<file path="src/rtl/miyajiro_pkg.sv">
// Shared types for the program loader: load/receiver state encodings,
// the debug state bundle and the default baud divisor.
package miyajiro_pkg;

    // 100 MHz system clock, 115200 baud
    localparam int DEFAULT_CLKS_PER_BIT = 868;

    typedef enum logic [1:0] {
        ST_HEADER  = 2'd0,
        ST_PAYLOAD = 2'd1,
        ST_DONE    = 2'd2,
        ST_ERROR   = 2'd3
    } load_state_t;

    typedef enum logic [1:0] {
        RX_IDLE  = 2'd0,
        RX_START = 2'd1,
        RX_DATA  = 2'd2,
        RX_STOP  = 2'd3
    } rx_state_t;

    typedef struct packed {
        load_state_t load;
        rx_state_t   rx;
    } dbg_state_t;

endpackage

</file>
<file path="src/rtl/uart_rx.sv">
// 8N1 bit-level receiver with a 2-flop input synchronizer.
// byte_valid / frame_err are one-cycle strobes with no backpressure: the consumer samples them the cycle they are high.
module uart_rx
    import miyajiro_pkg::*;
#(
    parameter int CLKS_PER_BIT = DEFAULT_CLKS_PER_BIT
) (
    input  logic       clk,
    input  logic       reset_n,
    input  logic       rx_in,
    output logic [7:0] byte_data,
    output logic       byte_valid,
    output logic       frame_err,
    output rx_state_t  dbg_state
);

    localparam int               CNT_W     = $clog2(CLKS_PER_BIT + 1);
    localparam logic [CNT_W-1:0] FULL_LAST = CNT_W'(CLKS_PER_BIT - 1);
    localparam logic [CNT_W-1:0] HALF_LAST = CNT_W'(CLKS_PER_BIT / 2 - 1);

    logic [1:0]       r_sync;
    logic             r_rx_prev;
    rx_state_t        r_state;
    logic [CNT_W-1:0] r_clk_cnt;
    logic [2:0]       r_bit_cnt;
    logic [7:0]       r_shift;
    logic             w_rx;

    assign w_rx      = r_sync[1];
    assign dbg_state = r_state;

    // Synchronizer and edge history reset high so reset release never looks like a start bit
    always_ff @(posedge clk or negedge reset_n) begin
        if (!reset_n) begin
            r_sync     <= 2'b11;
            r_rx_prev  <= 1'b1;
            r_state    <= RX_IDLE;
            r_clk_cnt  <= '0;
            r_bit_cnt  <= '0;
            r_shift    <= '0;
            byte_data  <= '0;
            byte_valid <= 1'b0;
            frame_err  <= 1'b0;
        end else begin
            r_sync     <= {r_sync[0], rx_in};
            r_rx_prev  <= w_rx;
            byte_valid <= 1'b0;
            frame_err  <= 1'b0;
            case (r_state)
                RX_IDLE: begin
                    r_clk_cnt <= '0;
                    r_bit_cnt <= '0;
                    if (r_rx_prev && !w_rx) r_state <= RX_START;
                end
                RX_START: begin
                    if (r_clk_cnt == HALF_LAST) begin
                        r_clk_cnt <= '0;
                        r_state   <= w_rx ? RX_IDLE : RX_DATA;
                    end else begin
                        r_clk_cnt <= r_clk_cnt + 1'b1;
                    end
                end
                RX_DATA: begin
                    if (r_clk_cnt == FULL_LAST) begin
                        r_clk_cnt <= '0;
                        r_shift   <= {w_rx, r_shift[7:1]};
                        r_bit_cnt <= r_bit_cnt + 1'b1;
                        if (r_bit_cnt == 3'd7) r_state <= RX_STOP;
                    end else begin
                        r_clk_cnt <= r_clk_cnt + 1'b1;
                    end
                end
                RX_STOP: begin
                    if (r_clk_cnt == FULL_LAST) begin
                        r_clk_cnt <= '0;
                        r_state   <= RX_IDLE;
                        if (w_rx) begin
                            byte_valid <= 1'b1;
                            byte_data  <= r_shift;
                        end else begin
                            frame_err  <= 1'b1;
                        end
                    end else begin
                        r_clk_cnt <= r_clk_cnt + 1'b1;
                    end
                end
                default: r_state <= RX_IDLE;
            endcase
        end
    end

endmodule

</file>
<file path="src/rtl/program_loader.sv">
// Loads a length-prefixed little-endian word stream from UART into
// instruction memory, then releases the CPU.
module program_loader
    import miyajiro_pkg::*;
#(
    parameter int CLKS_PER_BIT = DEFAULT_CLKS_PER_BIT,
    parameter int ADDR_W       = 14
) (
    input  logic              clk,
    input  logic              reset_n,
    input  logic              uart_rx,
    output logic              imem_we,
    output logic [ADDR_W-1:0] imem_addr,
    output logic [31:0]       imem_wdata,
    output logic              cpu_start,
    output logic              load_error,
    output dbg_state_t        dbg_state
);

    localparam logic [32:0] MAX_WORDS = 33'(1) << ADDR_W;

    logic [7:0]        w_byte_data;
    logic              w_byte_valid;
    logic              w_frame_err;
    rx_state_t         w_rx_state;
    logic [31:0]       w_word;
    logic              w_last;

    load_state_t       r_state;
    logic [1:0]        r_byte_cnt;
    logic [23:0]       r_asm;
    logic [31:0]       r_count;
    logic [ADDR_W-1:0] r_word_idx;

    uart_rx #(.CLKS_PER_BIT(CLKS_PER_BIT)) u_rx (
        .clk        (clk),
        .reset_n    (reset_n),
        .rx_in      (uart_rx),
        .byte_data  (w_byte_data),
        .byte_valid (w_byte_valid),
        .frame_err  (w_frame_err),
        .dbg_state  (w_rx_state)
    );

    // r_asm holds the three earlier bytes of the word, oldest in the low byte
    assign w_word    = {w_byte_data, r_asm};
    assign w_last    = (32'(r_word_idx) == r_count - 32'd1);
    assign dbg_state = '{load: r_state, rx: w_rx_state};

    always_ff @(posedge clk or negedge reset_n) begin
        if (!reset_n) begin
            r_state    <= ST_HEADER;
            r_byte_cnt <= '0;
            r_asm      <= '0;
            r_count    <= '0;
            r_word_idx <= '0;
            imem_we    <= 1'b0;
            imem_addr  <= '0;
            imem_wdata <= '0;
            cpu_start  <= 1'b0;
            load_error <= 1'b0;
        end else begin
            imem_we <= 1'b0;
            case (r_state)
                ST_HEADER: begin
                    if (w_frame_err) begin
                        r_state    <= ST_ERROR;
                        load_error <= 1'b1;
                    end else if (w_byte_valid) begin
                        r_byte_cnt <= r_byte_cnt + 2'd1;
                        r_asm      <= {w_byte_data, r_asm[23:8]};
                        if (r_byte_cnt == 2'd3) begin
                            r_count    <= w_word;
                            r_word_idx <= '0;
                            if (w_word == 32'd0) begin
                                r_state <= ST_DONE;
                            end else if ({1'b0, w_word} > MAX_WORDS) begin
                                r_state    <= ST_ERROR;
                                load_error <= 1'b1;
                            end else begin
                                r_state <= ST_PAYLOAD;
                            end
                        end
                    end
                end
                ST_PAYLOAD: begin
                    if (w_frame_err) begin
                        r_state    <= ST_ERROR;
                        load_error <= 1'b1;
                    end else if (w_byte_valid) begin
                        r_byte_cnt <= r_byte_cnt + 2'd1;
                        r_asm      <= {w_byte_data, r_asm[23:8]};
                        if (r_byte_cnt == 2'd3) begin
                            imem_we    <= 1'b1;
                            imem_addr  <= r_word_idx;
                            imem_wdata <= w_word;
                            r_word_idx <= r_word_idx + 1'b1;
                            if (w_last) r_state <= ST_DONE;
                        end
                    end
                end
                ST_DONE:  cpu_start  <= 1'b1;
                ST_ERROR: load_error <= 1'b1;
                default:  r_state    <= ST_ERROR;
            endcase
        end
    end

endmodule
</file>
<file path="config.mk">
export PLATFORM = sky130hd
export DESIGN_NAME = program_loader
export DESIGN_NICKNAME = d
export VERILOG_FILES = /design/src/rtl/miyajiro_pkg.sv /design/src/rtl/uart_rx.sv /design/src/rtl/program_loader.sv
export SDC_FILE = /design/constraint.sdc
export NUM_CORES = 1
export LEC_CHECK = 0
export CAP_MARGIN = 10
export CORE_AREA = 2 2 109 111
export DETAILED_ROUTE_END_ITERATION = 8
export DIE_AREA = 0 0 111 113
export PLACE_DENSITY = 0.81
export SKIP_CTS_REPAIR_TIMING = 1
export SYNTH_ARGS = -nofsm -noshare
export SYNTH_HDL_FRONTEND = slang
export SYNTH_SLANG_ARGS = --single-unit
</file>
<file path="constraint.sdc">
create_clock -name clk -period 7.9 [get_ports clk]
set_input_delay 1.58 -clock clk [delete_from_list [all_inputs] [get_ports clk]]
set_output_delay 1.58 -clock clk [all_outputs]
set_load 0.01 [all_outputs]
</file>
After elaboration in Yosys (flattened, before gate mapping)
Index checks and enable logic that the tools add are counted.

cells by class
  $add $sub $neg = 5
  bitwise operators = 1
  reductions and logical operators = 20
  $lt $le $gt $ge = 1
  multiplexer cells = 46
  equality and inequality tests = 30

operators by type and width
  operator                                                         count
  2-to-1 mux 14 bit                                                6
  == test 14 x 32 -> 1 bit                                         1
  greater-than comparator 32 x 15 -> 1 bit, second input constant  1
  logical NOT 32 bit                                               1
  subtractor 32 x 1 -> 32 bit, second input constant               1
  2-to-1 mux 2 bit                                                 15
  case mux 10 bit (3 select lines)                                 1
  case mux 14 bit (2 select lines)                                 1
  2-to-1 mux 10 bit                                                2
  2-to-1 mux 1 bit                                                 16
  != test 2 x 1 -> 1 bit, second input constant                    8
  != test 3 x 2 -> 1 bit, second input constant                    5
  adder 14 x 1 -> 14 bit, second input constant                    1
  AND reduction 6 bit                                              2
  adder 10 x 1 -> 10 bit, second input constant                    1
  == test 10 bit, second input constant                            1
  == test 10 x 9 -> 1 bit, second input constant                   1
  == test 2 bit, second input constant                             5
  != test 2 bit, second input constant                             4
  case mux 2 bit (4 select lines)                                  1
  AND reduction 4 bit                                              2
  AND reduction 7 bit                                              1
  != test 3 x 1 -> 1 bit, second input constant                    2
  case mux 3 bit (2 select lines)                                  1
  17 further kinds                                                 23

word-level totals
  logic and storage cells = 122
  register bits after elaboration = 159
  input bits = 3
  output and inout bits = 53

Logic depth before layout (Yosys ltp)
Gate-level depths: netlist of the first run.

  word-level depth = 7
  mapped depth = 10
  mapped depth without buffers = 9

Hierarchy
Synthesis of the first run repeated with hierarchy kept, for this count alone.

second synthesis, totals
  cell total of the unflattened synthesis = 671
  area total of the unflattened synthesis = 7264.5 µm²

by module, submodules not included
  module          instances  cells each  seq. area each (µm²)  area an instance (µm²)
  program_loader  1          538         3078.0                5615.4
  uart_rx         1          133         904.6                 1649.1

Least setup slack after synthesis of the first run
No wires, ideal clock.

  path type = reg-to-reg
  start point = reg r_count[0]
  end point = reg r_state[0]
  clock period less this slack = 2.523 ns
  slack = 5.377 ns
  buffers on the path = 1
  cell stages (with the launch flop) = 11
  arrival time = 2.396 ns
  cells stage by stage = dfrtp_1 inv_1 ha_1 nor2b_1 clkbuf_1 nand4_1 xnor2_1 nor4_1 nand4_1 or4_1 o32a_1

on the way
  cells in the longest elaborated chain, start to end = 4

RTL lines
  what                              line                  source
  start, declared                   program_loader.sv:32  logic [31:0] r_count;
  start signal, assigned            program_loader.sv:73  r_count <= w_word;
  subtractor 32 x 1 -> 32 bit       program_loader.sv:47  assign w_last = (32'(r_word_idx) == r_count - 32'd1);
  == test 14 x 32 -> 1 bit          program_loader.sv:47
  != test 3 x 2 -> 1 bit (no line)  n/a
  AND reduction 6 bit (no line)     n/a
  end signal, assigned              program_loader.sv:52  r_state <= ST_HEADER;
  end signal, assigned              program_loader.sv:67  r_state <= ST_ERROR;
  end signal, assigned              program_loader.sv:76  r_state <= ST_DONE;
  end, declared                     program_loader.sv:29  load_state_t r_state;

No other way between the ends.
A chain may end at the register's enable or synchronous reset.

Worst setup path after layout of the first run
  start point = reg r_state[0]
  end point = out dbg_state[2] in the netlist's numbering

RTL lines
  what           line                  source
  end, declared  program_loader.sv:17  output dbg_state_t dbg_state

No word-level cell between the ends.

==> impl_metrics.env, run 1 <==
export IMPL_outcome="completed"
export IMPL_die_area_um2=12500
export IMPL_hold_viol_final=0
export IMPL_layout_min_cycle_time_ns=3.26
export IMPL_diodes=0
export IMPL_crit_buf_inv=1
export IMPL_overflow=0
export IMPL_cp_end_kind="output pin"
export IMPL_dr_pass1_iters=5
export IMPL_cts_reportedPaths_clkPinSlew_ns=0.06
export IMPL_nNetsFinal=614
export IMPL_tritoncts="built"
export IMPL_grt_pass1_wl_mm=23.5
export IMPL_seq_area_frac_synth=0.573
export IMPL_avgSynthCellArea_um2=12.7
export IMPL_synth_edf_count=0
export IMPL_ant_nets=0
export IMPL_num_vias=4541
export IMPL_cts_path_max_buffers=2
export IMPL_synth_cell_types=50
export IMPL_path_cells="clkdlybuf4s50_1"
export IMPL_finalSetupViolCount=0
export IMPL_cp_max_fo=11
export IMPL_fp_coreArea_um2=11300
export IMPL_cap_violations=0
export IMPL_avgViaCountPerCell=5.98
export IMPL_initial_core_util=0.617
export IMPL_clkLatencyLatePin_ns=0.42
export IMPL_max_freq_mhz=307
export IMPL_drt_iter0_drc=331
export IMPL_relSlewSlack=0.223
export IMPL_fp_dieH_um=113
export IMPL_portBuffers=55
export IMPL_grt_max_degree=91
export IMPL_syn_area_um2=6950
export IMPL_worst_pin_slew_ns=1.16
export IMPL_wl_per_cell_um=18.4
export IMPL_arrival_ns=1.68
export IMPL_rows=39
export IMPL_cp_slowest_cell="dfrtp_1"
export IMPL_finalWirelength_mm=13.9
export IMPL_power_density_nw_per_um2=210
export IMPL_dp_slack_ns=4.70
export IMPL_post_dp_hpwl_mm=9.43
export IMPL_h_tree_depth=4
export IMPL_worst_slack_ns=4.64
export IMPL_grt_pass1_vias=4647
export IMPL_die_w_um=111
export IMPL_fin_crit_sh=0.412
export IMPL_antenna_found_initial=0
export IMPL_synth_seq_cells=159
export IMPL_path_delay_family="flip-flops"
export IMPL_maxSlewViolCount=0
export IMPL_tns_ns=0
export IMPL_worst_path_largest_cell_delay_ns=0.63
export IMPL_ir_worst_vdd_uv=179
export IMPL_synth_nets=558
export IMPL_p_leak_uw=0.00401
export IMPL_clock_root_buffer="clkbuf_16"
export IMPL_pin_count=56
export IMPL_grt_use_total=0.240
export IMPL_drcViolationCount=0
export IMPL_finalClockSkew_ns=0.00748
export IMPL_ys_flop_type="dfrtp_1"
export IMPL_cts_buffers=17
export IMPL_final_layout_size_suffix_gt1_frac=0.265
export IMPL_hold_class="flop to flop"
export IMPL_path_class="flop to output pin"
export IMPL_netlist_instances=548
export IMPL_place_congestion=0.922
export IMPL_reg2reg_slack_ns=4.80
export IMPL_rsz0062_at_grt="no"
export IMPL_synth_warnings=0
export IMPL_setup_worst_path_start_class="flop"
export IMPL_syn_to_final_growth_pct=18.4
export IMPL_async_flop_share=1.00
export IMPL_cp_required_ns=6.32
export IMPL_clock_sinks=159
[per-layer routing]
metal	part of all wire	up-vias	wire length, um	GRT usage
met1	0.44	2303	6150	0.318
met2	0.50	129	6920	0.384
met4	0.016	0	228	0.0942
met5	0	-	0	0
li1	-	2093	-	-
met3	0.046	16	635	0.0627
[worst paths after layout]
check,start,end,cells past startpoint
max in group asynchronous,reset_n,r_asm[8],2
hold reg to reg,u_rx.r_sync[0],u_rx.r_sync[1],0
min in group asynchronous,reset_n,u_rx.r_clk_cnt[1],1
setup / recovery,r_state[0],dbg_state[2],1
setup reg to reg,r_count[2],r_state[0],7
hold / removal,u_rx.r_sync[0],u_rx.r_sync[1],0
[sequential cells by signal, summed over array words and instances, names as in the netlist, named ones only]
name             flops
cpu_start            1
imem_addr           14
imem_wdata          32
imem_we              1
load_error           1
r_asm               24
r_byte_cnt           2
r_count             32
r_state              2
r_word_idx          14
u_rx.byte_data       8
u_rx.byte_valid      1
u_rx.dbg_state       1
u_rx.frame_err       1
u_rx.r_bit_cnt       3
u_rx.r_clk_cnt      10
u_rx.r_rx_prev       1
u_rx.r_shift         8
u_rx.r_sync          2
[cell families after synthesis]
logic type / synth area share
flops: 0.573
simple gates: 0.116
mux: 0.192
xor+xnor: 0.0466
buf+inv: 0.0148
compound gates: 0.0443
fa+ha+maj: 0.0126
[cell type report]
type	instances	area, um2
sequential	159	3980
fill	740	3040
multi-input combinational	362	2880
timing repair buffer	58	574
clock buffer	20	457
tap	143	179
clock inverter	11	130
inverter	6	22.5
[metrics by stage]
step                      hold WS, ns  instance area, um2   util  std cells  power, uW
after CTS                       0.354                8230  0.730        759       1740
final                           0.358                8230  0.730        759       1730
after detailed placement        0.351                7640  0.678        728        940
after floorplan                 0.345                6950      -        548        902
after global routing            0.359                8230  0.730        759       1790
after global placement          0.350                7640  0.678        728        936
[synthesized netlist by cell type, types with 2 or more instances]
cell type | count | area (um2)
nor2b_1 | 4 | 25.0
nor3b_1 | 3 | 22.5
o31ai_1 | 3 | 22.5
nand4_1 | 11 | 68.8
dfrtp_1 | 156 | 3900
dfstp_2 | 3 | 78.8
and3_1 | 5 | 31.3
a21oi_1 | 6 | 30.0
xnor2_1 | 14 | 123
or3_1 | 3 | 18.8
nand3_1 | 19 | 95.1
a22o_1 | 4 | 35.0
a211oi_1 | 3 | 22.5
xor2_1 | 23 | 201
or4_1 | 2 | 15.0
mux2i_1 | 2 | 20.0
inv_1 | 6 | 22.5
a21o_1 | 2 | 15.0
buf_1 | 4 | 15.0
nor3_1 | 7 | 35.0
a21boi_0 | 2 | 15.0
ha_1 | 7 | 87.6
nand2_1 | 25 | 93.8
a31oi_1 | 4 | 25.0
o21ai_0 | 9 | 45.0
nor2_1 | 44 | 165
mux2_2 | 117 | 1320
nand2b_1 | 4 | 25.0
nor4_1 | 19 | 119
and4_1 | 2 | 17.5
clkbuf_1 | 16 | 60.1
[placed cells by master (no fill, tap or decap), types with 3 or more instances in the layout]
cell type / netlist / final
nand3_1: 19 / 18
dfrtp_1: 156 / 156
inv_1: 6 / 6
nor2b_1: 4 / 4
o21ai_0: 9 / 9
clkbuf_16: 0 / 17
nand2b_1: 4 / 4
mux2_2: 117 / 117
nor2_1: 44 / 43
a211oi_1: 3 / 3
dfstp_2: 3 / 3
nor4_1: 19 / 19
buf_4: 0 / 3
or3_1: 3 / 3
and3_1: 5 / 5
clkdlybuf4s50_1: 0 / 54
ha_1: 7 / 7
nor3_1: 7 / 7
xnor2_1: 14 / 14
inv_6: 0 / 4
a22o_1: 4 / 4
xor2_1: 23 / 23
a31oi_1: 4 / 4
nand2_1: 25 / 25
a21oi_1: 6 / 6
o31ai_1: 3 / 3
nand4_1: 11 / 11
clkinvlp_4: 0 / 4
[power breakdown]
group | internal, uW | switching, uW
combinational | 28.8 | 47.0
sequential | 828 | 20.4
clock | 483 | 320
total | 1340 | 388
No activity file was read; power rests on OpenSTA's default activity.
==> run 2: changes to the inputs <==
- CORE_AREA: 2 2 109 111 -> 2 2 113 115
- DIE_AREA: 0 0 111 113 -> 0 0 115 117
- PLACE_DENSITY: 0.81 -> 0.76
- clock period: 7.9 -> 3.2 ns (I/O delays scaled with it)
==> impl_metrics.env, run 2 (synthesis results as in run 1) <==
export IMPL_timing_rr_end="r_state[0]"
export IMPL_ir_worst_vdd_uv=393
export IMPL_cp_required_ns=3.49
export IMPL_grt_max_degree=77
export IMPL_cap_violations=0
export IMPL_crit_cells=7
export IMPL_arrival_ns=3.17
export IMPL_fin_crit_sh=0.899
export IMPL_r2r_start="r_count[2]"
export IMPL_max_freq_mhz=348
export IMPL_wl_per_cell_um=18.6
export IMPL_layout_min_cycle_time_ns=2.88
export IMPL_ant_nets=0
export IMPL_hold_viol_final=0
export IMPL_reg2reg_slack_ns=0.32
export IMPL_initial_core_util=0.565
export IMPL_place_congestion=0.900
export IMPL_clock_root_buffer="clkbuf_16"
export IMPL_rows=41
export IMPL_avgViaCountPerCell=5.88
export IMPL_pin_count=56
export IMPL_tritoncts="built"
export IMPL_portBuffers=55
export IMPL_crit_buf_inv=0
export IMPL_path_delay_family="simple AND/OR/NAND/NOR gates"
export IMPL_maxSlewViolCount=0
export IMPL_clkLatencyLatePin_ns=0.42
export IMPL_grt_pass1_vias=4626
export IMPL_fin_util=0.674
export IMPL_overflow=0
export IMPL_post_dp_hpwl_mm=9.94
export IMPL_cp_max_fo=14
export IMPL_cp_slowest_cell="or4_1"
export IMPL_dr_pass1_iters=4
export IMPL_nNetsFinal=622
export IMPL_final_common_cell="dfrtp_1"
export IMPL_largestRegisters="imem_wdata: 32 flops, r_count: 32 flops, r_asm: 24 flops"
export IMPL_fp_dieH_um=117
export IMPL_cts_path_max_buffers=2
export IMPL_worst_path_largest_cell_delay_ns=0.54
export IMPL_clock_sinks=159
export IMPL_drt_iter0_drc=238
export IMPL_finalSetupViolCount=0
export IMPL_outcome="completed"
export IMPL_relSlewSlack=0.331
export IMPL_fill_cells=894
export IMPL_h_tree_depth=4
export IMPL_cp_end_kind="flop"
export IMPL_power_density_nw_per_um2=508
export IMPL_final_layout_size_suffix_gt1_frac=0.275
export IMPL_cts_buffers=17
export IMPL_num_vias=4558
export IMPL_most_common_layout_cells="dfrtp_1, mux2_2, clkdlybuf4s50_1"
export IMPL_hold_class="primary input to async pin"
export IMPL_setup_worst_path_start_class="flop"
export IMPL_die_area_um2=13500
export IMPL_grt_use_total=0.233
export IMPL_die_w_um=115
export IMPL_rsz0062_at_grt="no"
export IMPL_finalClockSkew_ns=0.00887
export IMPL_path_cells="nor3_4 > nand4_1 > nor4_1 > xnor2_1 > nand2_1 > or4_1 > o32a_1"
export IMPL_fp_coreArea_um2=12300
export IMPL_worst_pin_slew_ns=0.999
export IMPL_path_class="flop to flop"
export IMPL_p_leak_uw=0.00406
export IMPL_antenna_found_initial=0
export IMPL_cts_reportedPaths_clkPinSlew_ns=0.06
export IMPL_diodes=0
export IMPL_drcViolationCount=0
export IMPL_syn_to_final_growth_pct=19.4
export IMPL_tns_ns=0
export IMPL_reg2regPathDepth=7
export IMPL_grt_pass1_wl_mm=23.9
export IMPL_finalWirelength_mm=14.4
[run 2: changes by cell type in the layout (fill, tap and decap cells not counted), moves of 2 or more]
| cell | previous run | this run |
|---|---|---|
| buf_4 | 3 | 10 |
| clkinv_2 | 1 | 7 |
| clkinvlp_4 | 4 | 2 |
| inv_6 | 4 | 0 |
[run 2: worst max-delay path by stage]
| stage | to | from | slack (ns) |
|---|---|---|---|
| 2_1_floorplan | r_state[0] | r_count[0] | 0.68 |
| 3_3_place_gp | r_state[0] | r_count[2] | 0.27 |
| 3_5_place_dp | r_state[0] | r_count[2] | 0.15 |
| 4_1_cts | r_state[0] | r_count[2] | 0.15 |
| 5_1_grt | r_state[0] | r_count[0] | 0.13 |
| 6_report | r_state[0] | r_count[2] | 0.32 |
[run 2: per-layer routing]
layer  part of all wire  up-vias  global-route usage  routed length, um
li1                   -     2116                   -                  -
met1               0.44     2318               0.305               6370
met2               0.50      102               0.378               7160
met3              0.035       22              0.0422                508
met4              0.027        0               0.114                387
met5                  0        -                   0                  0
[run 2: power breakdown]
part           total, uW  internal [uW]  switching (uW)
Combinational        198           74.5             123
Sequential          2090           2040            48.4
Clock               1920           1160             766
[run 2: metrics by stage]
step	power (uW)	cell area [um2]	hold slack (ns)	instances	worst slack, ns
6_report	4210	8300	0.238	775	0.324
5_1_grt	4360	8300	0.298	775	0.127
4_1_cts	4250	8290	0.265	775	0.147
3_5_place_dp	2330	7720	0.349	743	0.145
3_3_place_gp	2320	7720	0.347	743	0.269
2_1_floorplan	2230	6950	0.344	548	0.677
[run 2: cell type report]
cell class / count / area (um2) / share of cell area
clock buffers: 20 / 447 / 0.0538
clock inverters: 12 / 119 / 0.0143
inverters: 6 / 22.5 / 0.00271
multi-input cells: 362 / 2890 / 0.349
flip-flops and latches: 159 / 3980 / 0.480
well taps: 150 / 188 / 0.0226
repair buffers: 66 / 647 / 0.0780
==> run 3: changes to the inputs <==
- CAP_MARGIN: 10 -> 0
==> results of run 3 <==
The final DEF is identical to that of run 2; final timing and power are the same.
==> RTL change 1: new RTL, flow settings as in run 3 <==
Make the reset (`reset_n`) synchronous in 2 clocked blocks.
--- a/src/rtl/uart_rx.sv
+++ b/src/rtl/uart_rx.sv
@@ -32,3 +32,3 @@
     // Synchronizer and edge history reset high so reset release never looks like a start bit
-    always_ff @(posedge clk or negedge reset_n) begin
+    always_ff @(posedge clk) begin
         if (!reset_n) begin
--- a/src/rtl/program_loader.sv
+++ b/src/rtl/program_loader.sv
@@ -49,3 +49,3 @@
 
-    always_ff @(posedge clk or negedge reset_n) begin
+    always_ff @(posedge clk) begin
         if (!reset_n) begin
Behaviour: differs if reset_n is asserted again (counterexample within 4 cycles, from zero or initial values and one cycle with reset_n low); with reset_n held inactive, the same outputs for 10 cycles.
==> RTL change 1 against run 3 <==
- sequential cell count unchanged
- critical path type unchanged
- wire length up 7.4%
- final area down 5.8%
- area after synthesis down 5.6%
- setup slack worse by 0.032 ns
- synthesized cell count up 48%
Power is not compared: it rests on default switching activity, and its combinational part moved more than twofold at a synthesized area within 25%.
==> RTL change 1: results (changes against run 3) <==
* Layout Skew at 0.01089 ns (was 0.008872 ns)
* Fillers at 1083 (was 894)
* Run status: finished clean (unchanged)
* DPL Wire Length at 10800 µm (was 9938 µm)
* Largest net degree at the start of global routing at 75 (was 77)
* Vias in the first global route at 5384 (was 4626)
* DRT Wirelength at 15500 µm (was 14420 µm)
* Cell Area, Placed at 7231 µm² (was 7722 µm²)
* Vias at 5661 (was 4558)
* Post-Synth Adder-Cell Area at 0.01335 (was 0.01260)
* Share of cells above drive strength 1 at 0.06574 (was 0.2752)
* Commonest cells in the netlist: 230 x nand2_1, 159 x dfxtp_1, 116 x a21oi_1, 70 x nor2_1, 40 x clkbuf_1 (was 156 x dfrtp_1, 117 x mux2_2, 44 x nor2_1, 25 x nand2_1, 23 x xor2_1)
* Top post-synthesis cells by area: dfxtp_1 49%, nand2_1 13%, a21oi_1 8.8%, nor2_1 4.0%, xnor2_1 3.3% (was dfrtp_1 56%, mux2_2 19%, xor2_1 2.9%, nor2_1 2.4%, xnor2_1 1.8%)
* Asr flop ratio synth at 0 (was 1.000)
* Global placement routability congestion at 0.9101 (was 0.8998)
* CP arrival at 3.22 ns (was 3.17 ns)
* GR Util met2 at 0.3988 (was 0.3780)
* Compound-Gate Fraction of Synth Area at 0.1171 (was 0.04428)
* First-pass GRT wire length at 26120 µm (was 23870 µm)
* Met1 usage at 0.3225 (was 0.3050)
* GRT Overall Usage at 0.2488 (was 0.2326)
* Post-synth cell types at 53 (was 50)
* HP Class: flip-flop to flip-flop (was primary input to async pin)
* Seq/Total Area, Yosys at 0.4851 (was 0.5730)
* Xor and xnor fraction of the mapped netlist area at 0.06140 (was 0.04662)
* Slew Limit Headroom at 0.3004 (was 0.3311)
* Routing usage on met3 at 0.04943 (was 0.04222)
* Crit path max fanout at 6 (was 14)
## RTL change 1: cell count changes after synthesis, sizes merged, moves of 5 or more
cell    before  now
a21oi        6  116
clkbuf      16   41
dfrtp      156    0
dfxtp        0  159
mux2       117    0
mux2i        2   18
nand2       25  230
nor2        44   72
or3          3    8
xnor2       14   25
## RTL change 1: final timing paths
check / depth (start not counted) / slack (ns) / to / startpoint
setup / recovery: 9 / 0.29 / r_state[0] / r_count[0]
hold / removal: 1 / 0.41 / u_rx.r_sync[1] / u_rx.r_sync[0]
setup reg to reg: 9 / 0.29 / r_state[0] / r_count[0]
hold reg to reg: 1 / 0.41 / u_rx.r_sync[1] / u_rx.r_sync[0]
## RTL change 1: logic make-up after synthesis
group | Yosys count
AND/OR/NAND/NOR | 392
flip-flops | 159
AO/OA/AOI/OAI | 139
buffers and inverters | 51
XOR/XNOR | 46
multiplexers | 18
adder cells (fa/ha/maj) | 7
## RTL change 1: cell type report
| type | count | share of cell area |
|---|---|---|
| flip-flops and latches | 159 | 0.4073 |
| multi-input cells | 602 | 0.4063 |
| clock inverters | 9 | 0.01409 |
| inverters | 8 | 0.004003 |
| clock buffers | 22 | 0.06068 |
| well taps | 150 | 0.02402 |
| repair buffers | 67 | 0.08357 |
## RTL change 1: critical path: stages (launching register included)
cell     delay (ns)
dfxtp_1        0.36
inv_1          0.08
ha_1           0.20
nor3b_1        0.33
nand3_1        0.19
or4_1          0.44
xor2_1         0.15
nand4_1        0.11
or4_4          0.57
o311a_1        0.37
## RTL change 1: report_power, final
group | switching [µW] | total [µW] | internal (µW)
combinational | 33.7 | 43.7 | 9.98
clock | 770 | 1970 | 1200
sequential | 1.81 | 1980 | 1980
## RTL change 1: stage by stage
step / util / worst slack, ns / hold WS (ns) / instances / power [µW]
finish: 0.6348 / 0.2919 / 0.4070 / 1017 / 4001
global route: 0.6348 / 0.01848 / 0.4212 / 1017 / 4132
CTS: 0.6348 / 0.2593 / 0.4098 / 1017 / 4039
detailed placement: 0.5873 / 0.2752 / 0.3957 / 986 / 2071
global placement: 0.5873 / 0.3574 / 0.3913 / 986 / 2069
floorplan: - / 0.2485 / 0.3863 / 812 / 2057
## RTL change 1: metal layers
| layer | up-vias | part of all wire |
|---|---|---|
| li1 | 2806 | - |
| met1 | 2668 | 0.45 |
| met2 | 151 | 0.47 |
| met3 | 36 | 0.045 |
| met4 | 0 | 0.030 |
| met5 | - | 0 |
==> RTL change 2: new RTL, config.mk and constraints of run 3 <==
Made on the original files. Change the parameter `ADDR_W` from 14 to 13.
--- a/src/rtl/program_loader.sv
+++ b/src/rtl/program_loader.sv
@@ -6,3 +6,3 @@
     parameter int CLKS_PER_BIT = DEFAULT_CLKS_PER_BIT,
-    parameter int ADDR_W       = 14
+    parameter int ADDR_W       = 13
 ) (
Interface: changed (resized imem_addr); port bits go from 56 to 55. No check against the original RTL was run, so the function may have changed too.
==> RTL change 2 against run 3 <==
- synthesized cell count up 1.1%
- setup slack worse by 0.032 ns
- area after synthesis down 0.76%
- first-iteration DRC count up 15%
- maximum frequency down 1.1%
- final cell count up 0.52%
- wire length up 1.3%
- sequential cell count down 2
- combinational power down 5%
- utilization about the same
- via count down 1.1%
- final area about the same
- total power up 5.7%
- critical endpoint unchanged
- largest cell class unchanged
- largest power group is now clock
==> RTL change 2: results (changes against run 3) <==
* Run status: finished clean (unchanged)
* Max rail drop VDD at 0.0003585 V (was 0.0003926 V)
* Crit path max fanout at 8 (was 14)
* First-pass GRT wire length at 23500 µm (was 23870 µm)
* CTS buffer count at 17 (unchanged)
* DRT Pass-1 Iters at 4 (unchanged)
* 1st-iter DRT viols at 273 (was 238)
* Yosys Warn Count at 0 (unchanged)
* Post-synth cell types at 55 (was 50)
* Clk root buf: clkbuf_16 (unchanged)
* Worst-margin pin slew at 0.7860 ns (was 0.9987 ns)
* Vias per std cell at 5.788 (was 5.881)
* Share of cells above drive strength 1 at 0.2734 (was 0.2752)
* Syn_nets at 564 (was 558)
* Largest net degree at the start of global routing at 72 (was 77)
* GRT Overall Usage at 0.2319 (was 0.2326)
* Clock latency on the worst-skew pair at 0.43 ns
* Layout Nets at 626 (was 622)
* WL per Instance at 18.75 µm (was 18.61 µm)
* Leakage power at 0.004012 µW (was 0.004060 µW)
* Antenna violations before repair at 0 (unchanged)
* Seq/Total Area, Yosys at 0.5701 (was 0.5730)
* Commonest cells in the netlist: 154 x dfrtp_1, 117 x mux2_2, 44 x nor2_1, 36 x nand2_1, 18 x xnor2_1 (was 156 x dfrtp_1, 117 x mux2_2, 44 x nor2_1, 25 x nand2_1, 23 x xor2_1)
* Layout Skew at 0.007312 ns (was 0.008872 ns)
* Total gr overflow at 0 (unchanged)
* Fillers at 921 (was 894)
* DPL Wire Length at 10060 µm (was 9938 µm)
* Global placement routability congestion at 0.8333 (was 0.8998)
* Longest Clk Path Bufs at 2 (unchanged)
* Register-to-register path setup slack at 0.29 ns (was 0.32 ns)
* Hold slack final at 0.2249 ns (was 0.2378 ns)
* N_diodes at 0 (unchanged)
* Asr flop ratio synth at 1.000 (unchanged)
* Post-route ant nets at 0 (unchanged)
* Top post-synthesis cells by area: dfrtp_1 56%, mux2_2 19%, nor2_1 2.4%, xnor2_1 2.3%, xor2_1 2.2% (was dfrtp_1 56%, mux2_2 19%, xor2_1 2.9%, nor2_1 2.4%, xnor2_1 1.8%)
* Vias in the first global route at 4497 (was 4626)
* Clk slew on worst S/H paths at 0.06 ns (about the same)
* CP arrival at 3.22 ns (was 3.17 ns)
* HP Class: primary input to async pin (unchanged)
* Port bufs at 54 (was 55)
* Reg2reg path depth at 9 (was 7)
* Largest regs: imem_wdata x32, r_count x32, r_asm x24 (unchanged)
* H-tree Lvls at 4 (unchanged)
[RTL change 2: changes by cell type in the layout (fill, tap and decap cells not counted), moves of 5 or more]
cell	delta
o21ai_0	+5
nor3_1	+5
xor2_1	-6
nand2_1	+11
nor4_1	-10
nand3_1	-5
[RTL change 2: cells by family after synthesis]
group,share of synthesized area
buffers and inverters,0.01723
AO/OA/AOI/OAI,0.04154
XOR/XNOR,0.04444
adder cells (fa/ha/maj),0.01270
AND/OR/NAND/NOR,0.1230
flip-flops,0.5701
multiplexers,0.1910
[RTL change 2: critical path, stage by stage, from the launching register on]
cell,delay (ns)
dfrtp_1,0.42
inv_1,0.09
ha_1,0.29
or4b_4,0.54
or4b_1,0.50
and3_1,0.18
o31ai_1,0.21
and4bb_1,0.21
nand4_1,0.15
o22a_1,0.19
[RTL change 2: final cells by class]
class	instances	area (µm²)	area share
Sequential cell	157	3933	0.4742
Multi-Input combinational cell	368	2859	0.3447
Timing Repair Buffer	64	629.4	0.07589
Clock buffer	18	439.2	0.05296
Clock inverter	14	215.2	0.02595
Tap cell	150	187.7	0.02263
Inverter	8	30.03	0.003621
[RTL change 2: per-stage QoR]
stage               area, µm²  worst slack (ns)  instances  total power, µW
CTS                      8293            0.2795        779             4492
global placement         7639            0.3442        747             2278
detailed placement       7639            0.2992        747             2287
floorplan                6898            0.5463        554             2180
finish                   8293            0.2920        779             4455
global route             8293            0.1485        779             4595
[RTL change 2: final timing paths]
kind | from | endpoint
max | r_count[0] | r_state[0]
min | reset_n | r_word_idx[3]
max reg2reg | r_count[0] | r_state[0]
min reg2reg | u_rx.r_sync[0] | u_rx.r_sync[1]
max in group asynchronous | reset_n | imem_wdata[9]
min in group clk | u_rx.r_sync[0] | u_rx.r_sync[1]
[RTL change 2: layer usage]
metal	global-route usage	part of all wire	routed length [µm]
met1	0.3057	0.44	6411
met2	0.3816	0.50	7354
met3	0.04325	0.035	516
met4	0.09799	0.022	320
met5	0	0	0
[RTL change 2: report_power, final]
group / internal (µW) / total, µW / switching [µW]
combinational: 80.0 / 189 / 109
sequential: 2010 / 2060 / 45.8
clock: 1410 / 2210 / 803
